<file path="config.mk">
export PLATFORM = sky130hd
export DESIGN_NAME = rf_write_arbiter_flat
export DESIGN_NICKNAME = d
export VERILOG_FILES = /design/src/rtl/rf_write_arbiter_if.sv /design/src/rtl/rf_write_arbiter.sv /design/src/flat_wrapper.sv
export SDC_FILE = /design/constraint.sdc
export NUM_CORES = 1
export LEC_CHECK = 0
export CORE_MARGIN = 3
export CORE_UTILIZATION = 50
export DETAILED_ROUTE_END_ITERATION = 8
export PLACE_DENSITY = 0.83
export SYNTH_ARGS = -nofsm -noshare
export SYNTH_HDL_FRONTEND = slang
export SYNTH_SLANG_ARGS = --single-unit
</file>
<file path="constraint.sdc">
create_clock -name clk -period 5.55 [get_ports clk]
set_clock_uncertainty 0.15 [all_clocks]
set_input_delay 1.11 -clock clk [delete_from_list [all_inputs] [get_ports clk]]
set_output_delay 1.11 -clock clk [all_outputs]
set_load 0.03 [all_outputs]
</file>
<file path="src/rtl/rf_write_arbiter_if.sv">
// Bundle of the pipeline-side signals around the register-file write arbiter.
// The slave modport is the arbiter. The master modport is the WB stage, the MC unit,
// decode and the register file taken together.
interface rf_write_arbiter_if;
  logic        wb_we;
  logic [4:0]  wb_rw;
  logic [31:0] wb_di;
  logic [1:0]  wb_memtoreg;
  logic        mc_valid;
  logic        mc_ready;
  logic [4:0]  mc_rw;
  logic [31:0] mc_di;
  logic [4:0]  id_ra;
  logic [4:0]  id_rb;
  logic        id_hazard;
  logic        wb_stall;
  logic        Wr_RegWr;
  logic [4:0]  Wr_Rw;
  logic [31:0] Wr_RegDi;

  modport slave (
    input  wb_we, wb_rw, wb_di, wb_memtoreg, mc_valid, mc_rw, mc_di, id_ra, id_rb,
    output mc_ready, id_hazard, wb_stall, Wr_RegWr, Wr_Rw, Wr_RegDi
  );

  modport master (
    output wb_we, wb_rw, wb_di, wb_memtoreg, mc_valid, mc_rw, mc_di, id_ra, id_rb,
    input  mc_ready, id_hazard, wb_stall, Wr_RegWr, Wr_Rw, Wr_RegDi
  );
endinterface

</file>
<file path="src/rtl/rf_write_arbiter.sv">
// Register-file write-port arbiter. The in-order WB stage and a multi-cycle unit (MC)
// share one write port.
// - MC results wait in an in-order queue and drain on cycles where WB leaves the port idle.
// - A WB write squashes any queued entry that targets the same register.
// - A starvation counter forces one WB-free cycle when the queue head has waited too long.
// Optional: define RF_BYPASS_EN so that an MC result is written in the same cycle
// whenever the queue is empty and WB is idle.
module rf_write_arbiter #(
  parameter int DEPTH        = 2,
  parameter int STARVE_LIMIT = 4
) (
  input  logic               clk,
  input  logic               rst,
  rf_write_arbiter_if.slave  bus
);

  localparam int PTR_W = $clog2(DEPTH);
  localparam int CNT_W = PTR_W + 1;
  localparam int STV_W = $clog2(STARVE_LIMIT + 1);

  typedef enum logic [1:0] {GNT_NONE, GNT_WB, GNT_HEAD, GNT_BYP} grant_e;

  logic [PTR_W-1:0] rd_ptr_q, wr_ptr_q;
  logic [CNT_W-1:0] count_q, count_d;
  logic [STV_W-1:0] starve_q, starve_d;
  logic             mc_ready_q;
  logic [DEPTH-1:0] q_vld_q, q_vld_d;
  logic [4:0]       q_rw_q [DEPTH];
  logic [31:0]      q_di_q [DEPTH];

  logic [4:0]  wb_eff_rw;
  logic        wb_live, q_empty, stall, bypass, enq, deq;
  grant_e      grant;
  logic        wr_we;
  logic [4:0]  wr_rw;
  logic [31:0] wr_di;
  logic        hazard;

  assign wb_eff_rw = (bus.wb_memtoreg == 2'b10) ? 5'd31 : bus.wb_rw;
  assign wb_live   = bus.wb_we && (wb_eff_rw != 5'd0);
  assign q_empty   = (count_q == '0);
  assign stall     = !q_empty && (starve_q == STV_W'(STARVE_LIMIT));

`ifdef RF_BYPASS_EN
  assign bypass = q_empty && !wb_live && bus.mc_valid && mc_ready_q && (bus.mc_rw != 5'd0);
`else
  assign bypass = 1'b0;
`endif

  // Pick the owner of the write port: a forced head drain, then WB, then the queue head, then bypass.
  always_comb begin
    // NOTE: every combinational output gets a default first, so no path can infer a latch.
    grant = GNT_NONE;
    if (!rst)          grant = GNT_NONE;
    else if (stall)    grant = GNT_HEAD;
    else if (wb_live)  grant = GNT_WB;
    else if (!q_empty) grant = GNT_HEAD;
    else if (bypass)   grant = GNT_BYP;
  end

  // Drive the register-file write port from the grantee. A squashed head drains without a write.
  always_comb begin
    wr_we = 1'b0;
    wr_rw = 5'd0;
    wr_di = 32'd0;
    unique case (grant)
      GNT_WB:   begin wr_we = 1'b1;              wr_rw = wb_eff_rw;        wr_di = bus.wb_di;        end
      GNT_HEAD: begin wr_we = q_vld_q[rd_ptr_q]; wr_rw = q_rw_q[rd_ptr_q]; wr_di = q_di_q[rd_ptr_q]; end
      GNT_BYP:  begin wr_we = 1'b1;              wr_rw = bus.mc_rw;        wr_di = bus.mc_di;        end
      default:  ;
    endcase
  end

  // Raise a RAW hazard when a decode source matches any still-valid queued destination.
  always_comb begin
    hazard = 1'b0;
    for (int i = 0; i < DEPTH; i++) begin
      if (q_vld_q[i] &&
          (((bus.id_ra != 5'd0) && (bus.id_ra == q_rw_q[i])) ||
           ((bus.id_rb != 5'd0) && (bus.id_rb == q_rw_q[i]))))
        hazard = 1'b1;
    end
  end

  assign deq = (grant == GNT_HEAD);
  assign enq = bus.mc_valid && mc_ready_q && (bus.mc_rw != 5'd0) && (grant != GNT_BYP);

  // Next-state logic: entry valid bits (WAW squash, dequeue, enqueue), occupancy and starvation count.
  always_comb begin
    q_vld_d = q_vld_q;
    if (grant == GNT_WB) begin
      for (int i = 0; i < DEPTH; i++)
        if (q_rw_q[i] == wb_eff_rw) q_vld_d[i] = 1'b0;
    end
    if (deq) q_vld_d[rd_ptr_q] = 1'b0;
    if (enq) q_vld_d[wr_ptr_q] = 1'b1;

    unique case ({enq, deq})
      2'b10:   count_d = count_q + CNT_W'(1);
      2'b01:   count_d = count_q - CNT_W'(1);
      default: count_d = count_q;
    endcase

    if (deq || q_empty)       starve_d = '0;
    else if (grant == GNT_WB) starve_d = starve_q + STV_W'(1);
    else                      starve_d = starve_q;
  end

  // Control state: pointers, occupancy, valid bits, starvation counter and the registered ready.
  always_ff @(posedge clk or negedge rst) begin
    if (!rst) begin
      rd_ptr_q   <= '0;
      wr_ptr_q   <= '0;
      count_q    <= '0;
      starve_q   <= '0;
      q_vld_q    <= '0;
      mc_ready_q <= 1'b0;
    end else begin
      // NOTE: sequential state uses non-blocking assignments, so every flop samples pre-edge values.
      if (enq) wr_ptr_q <= wr_ptr_q + PTR_W'(1);
      if (deq) rd_ptr_q <= rd_ptr_q + PTR_W'(1);
      count_q    <= count_d;
      starve_q   <= starve_d;
      q_vld_q    <= q_vld_d;
      mc_ready_q <= (count_d < CNT_W'(DEPTH));
    end
  end

  // Queue payload storage, written only on enqueue.
  // NOTE: the payload array has no reset. q_vld_q and count_q decide whether a slot is ever read.
  always_ff @(posedge clk) begin
    if (enq) begin
      q_rw_q[wr_ptr_q] <= bus.mc_rw;
      q_di_q[wr_ptr_q] <= bus.mc_di;
    end
  end

  assign bus.mc_ready  = mc_ready_q;
  assign bus.id_hazard = hazard;
  assign bus.wb_stall  = stall;
  assign bus.Wr_RegWr  = wr_we;
  assign bus.Wr_Rw     = wr_rw;
  assign bus.Wr_RegDi  = wr_di;

endmodule

</file>
<file path="src/flat_wrapper.sv">
// flat-port wrapper written by rule: the top's interface ports become plain ports
module rf_write_arbiter_flat 
#(
  parameter int DEPTH        = 2,
  parameter int STARVE_LIMIT = 4
)
  (clk, rst, bus_wb_we, bus_wb_rw, bus_wb_di, bus_wb_memtoreg, bus_mc_valid, bus_mc_rw, bus_mc_di, bus_id_ra, bus_id_rb, bus_mc_ready, bus_id_hazard, bus_wb_stall, bus_Wr_RegWr, bus_Wr_Rw, bus_Wr_RegDi);
  rf_write_arbiter_if bus_i ();
  input  logic clk;
  input  logic rst;
  input wire logic [$bits(bus_i.wb_we)-1:0] bus_wb_we;
  input wire logic [$bits(bus_i.wb_rw)-1:0] bus_wb_rw;
  input wire logic [$bits(bus_i.wb_di)-1:0] bus_wb_di;
  input wire logic [$bits(bus_i.wb_memtoreg)-1:0] bus_wb_memtoreg;
  input wire logic [$bits(bus_i.mc_valid)-1:0] bus_mc_valid;
  input wire logic [$bits(bus_i.mc_rw)-1:0] bus_mc_rw;
  input wire logic [$bits(bus_i.mc_di)-1:0] bus_mc_di;
  input wire logic [$bits(bus_i.id_ra)-1:0] bus_id_ra;
  input wire logic [$bits(bus_i.id_rb)-1:0] bus_id_rb;
  output wire logic [$bits(bus_i.mc_ready)-1:0] bus_mc_ready;
  output wire logic [$bits(bus_i.id_hazard)-1:0] bus_id_hazard;
  output wire logic [$bits(bus_i.wb_stall)-1:0] bus_wb_stall;
  output wire logic [$bits(bus_i.Wr_RegWr)-1:0] bus_Wr_RegWr;
  output wire logic [$bits(bus_i.Wr_Rw)-1:0] bus_Wr_Rw;
  output wire logic [$bits(bus_i.Wr_RegDi)-1:0] bus_Wr_RegDi;
  assign bus_i.wb_we = bus_wb_we;
  assign bus_i.wb_rw = bus_wb_rw;
  assign bus_i.wb_di = bus_wb_di;
  assign bus_i.wb_memtoreg = bus_wb_memtoreg;
  assign bus_i.mc_valid = bus_mc_valid;
  assign bus_i.mc_rw = bus_mc_rw;
  assign bus_i.mc_di = bus_mc_di;
  assign bus_i.id_ra = bus_id_ra;
  assign bus_i.id_rb = bus_id_rb;
  assign bus_mc_ready = bus_i.mc_ready;
  assign bus_id_hazard = bus_i.id_hazard;
  assign bus_wb_stall = bus_i.wb_stall;
  assign bus_Wr_RegWr = bus_i.Wr_RegWr;
  assign bus_Wr_Rw = bus_i.Wr_Rw;
  assign bus_Wr_RegDi = bus_i.Wr_RegDi;
  rf_write_arbiter #(.DEPTH(DEPTH), .STARVE_LIMIT(STARVE_LIMIT)) u_core (.clk(clk), .rst(rst), .bus(bus_i));
endmodule
</file>
==> results.toml <==
[run_status]
status = "complete, no violations"

[layout]
fillers = 549
nNetsFinal = 550
n_antenna_cell = 0
multiInputGateArea_sq_mm = 0.001466
utilization_pct = 72.31
final-seq-area_sq_mm = 0.002474
drive_gt1_share_pct = 6.710
syn_to_final_growth_pct = 39.65

[cts]
cts_tree = "yes"
clock_path_buffers = 2
cts_made_buffers = 9
clkTransAtPathRegs_ps = 70
cts_root_buf = "clkbuf_8"
post-cts-setup-buffers = 0
hold_buffers = 0
htree_levels = 3
clock-sinks = 84
clk-insertion-delay-late_ps = 340

[route]
finalWirelength_mm = 9.614
met1_length_mm = 3.944
routed-via-count = 3033
antenna_left = 0
topRoutingLayerUsed = "met4"
route.met3.wl_microns = 740
drtIter0Drc = 149
wl_per_cell_microns = 17.05
drc_errors = 0
routed_via_density = 5.378
met2WireLength_mm = 4.772
first_pass_iters = 4

[setup_path]
cp-end-kind = "output pin"
critPathMaxStageDelay_ps = 700
path_class = "input pin to output pin"
critPathSlowestCell = "clkdlybuf4s50_1"
cp.required_ps = 4290
cp-start-kind = "input pin"
path_delay_family = "simple AND/OR/NAND/NOR gates"
crit_fanout = 41
cp_cell_sequence = "clkdlybuf4s50_1 -> or4_4 -> o31a_1 -> or3b_4 -> o21ai_0 -> clkdlybuf4s50_1"
cp_num_buf_inv = 2
crit_top_cell = "clkdlybuf4s50_1"
arrival_ps = 3960

[sta]
drv_slew = 0
setup_tns_ps = 0
rsz0062_at_grt = "false"
tightest_slew_ps = 1148
finalHoldViolations = 0
setup_viol = 0
period_needed_ps = 5218
slew_headroom_pct = 23.31
clock.fmax_ghz = 0.1916
fin_crit_sh_pct = 94.03

[pwr]
p_per_area_mw_per_mm2 = 373.6
p_leak_uw = 0.002033
ir_drop_mv = 0.2253

[global_route]
grt_pass1_wl_mm = 14.78
antenna_found_initial = 0
gr-total-overflow = 0
grtUsageTotal_pct = 21.33
grt_pass1_vias = 3106
grt_max_degree = 42

[synthesis]
post-synth-top-area-fraction_pct = 54.97
ys_ff_latch = 84
async_flop_share_pct = 11.90
netlist_area_sq_mm = 0.004043
synth_ff_type = "edfxtp_1"
yosysTopAreaCell = "edfxtp_1"
synth_nets = 424
synth_edf_count = 74
seq_area_frac_synth_pct = 61.16
synthDistinctLibCells = 41
ys_top_cells_by_area = "edfxtp_1 (55%), mux2i_1 (9.4%), dfrtp_1 (6.2%)"
post-synth-top-count-cell = "edfxtp_1"
syn_area_per_cell_sq_um = 12.21
syn_inst = 331
yosys_warnings = 0
ys_top_cells_by_count = "edfxtp_1 (74), mux2i_1 (38), nand2_1 (38)"

[floorplan]
core_area_sq_mm = 0.007807
rows = 32
pin_count = 131
fp.dieH_microns = 95.92
dieWidth_microns = 95.92
start_util_pct = 51.78
die_area_sq_mm = 0.009201

[min_path]
hold_class = "flop to flop"

[placed_design]
gp_congestion = 0.8814
hpwl_mm = 6.938
portBuffers = 130

[flow_run]
cap_violations = 0
==> metal layers <==
layer / vias to the layer above / track usage [%]
li1: 1469 / -
met4: 0 / 8.057
met1: 1433 / 25.83
met3: 16 / 5.629
met2: 115 / 36.48
met5: - / 0
==> cells in the final DEF, fill, tap and decap left out, types with 2 or more instances in the layout <==
cell / synthesis / final
a21oi_1: 6 / 6
a31oi_1: 2 / 2
buf_4: 0 / 8
clkbuf_1: 16 / 2
clkbuf_8: 0 / 9
clkdlybuf4s50_1: 0 / 130
clkinv_4: 0 / 2
clkinvlp_4: 0 / 2
dfrtp_1: 10 / 9
edfxtp_1: 74 / 74
ha_1: 3 / 3
inv_1: 6 / 6
mux2i_1: 38 / 38
nand2_1: 38 / 38
nand2b_1: 2 / 2
nand3_1: 8 / 8
nor2_1: 9 / 8
nor3_1: 5 / 4
nor4_1: 7 / 7
o21ai_0: 10 / 10
o21ai_1: 35 / 35
o22ai_1: 2 / 2
or2_2: 2 / 2
or4_1: 3 / 3
xnor2_1: 18 / 18
xor2_1: 13 / 13
==> path summary, 6_finish.rpt <==
check	start	end	slack [ps]	depth (start not counted)
max	bus_wb_rw[4]	bus_Wr_Rw[4]	330	6
min	flop	flop	340	1
max reg2reg	u_core.starve_q[0]	u_core.bus.mc_ready	2910	10
min reg2reg	flop	flop	340	1
max in group asynchronous	rst	u_core.rd_ptr_q	4100	2
min in group asynchronous	rst	u_core.starve_q[1]	980	2
==> flip-flops by register name (all words and copies together) (netlist names), named ones only <==
name,count
u_core.wr_ptr_q,1
u_core.rd_ptr_q,1
u_core.q_di_q,64
u_core.starve_q,3
u_core.q_vld_q,2
u_core.q_rw_q,10
u_core.bus.mc_ready,1
u_core.count_q,1
==> worst register-to-register path, stage by stage (launching register included) <==
cell	delay [ps]
dfrtp_1	380
inv_1	70
ha_1	200
a21boi_0	170
o31a_1	210
or3b_4	500
inv_1	130
ha_1	340
nor2_1	130
xor2_1	190
inv_1	50
==> power breakdown <==
group	switching [uW]	internal, uW
Combinational	397	338
Sequential	114	838
Clock	212	210
==> per-stage QoR <==
step	power (uW)	setup slack, ps	hold slack [ps]	area, sq um	cells
2_1_floorplan	1412	989.8	308.2	4043	331
3_3_place_gp	1684	351.7	322.9	5445	548
3_5_place_dp	1704	207.2	337.8	5445	548
4_1_cts	2125	184.0	349.4	5639	564
5_1_grt	2211	272.3	360.8	5645	564
6_report	2109	331.5	343.2	5645	564
==> area by class of cell <==
type	count	area share [%]
Sequential cell	84	43.82
Multi-Input combinational cell	218	25.98
Timing Repair Buffer	138	24.11
Clock buffer	11	2.327
Tap cell	102	2.261
Clock inverter	5	1.108
Inverter	6	0.3989
==> kinds of logic after synthesis <==
logic type / share of synthesized area (%)
and+or+nand+nor: 9.904
xor gates and xnor gates: 6.716
AOI/OAI and AO/OA: 8.852
DFF: 61.16
buffers and inverters: 3.033
muxes: 9.409
adders and majority gates: 0.9286
==> repair_timing <==
item,CTS,global route
hold endpoints to repair,0,0
gates resized for setup,0,1
setup endpoints to repair,0,3
(Power assumes the default switching activity.)
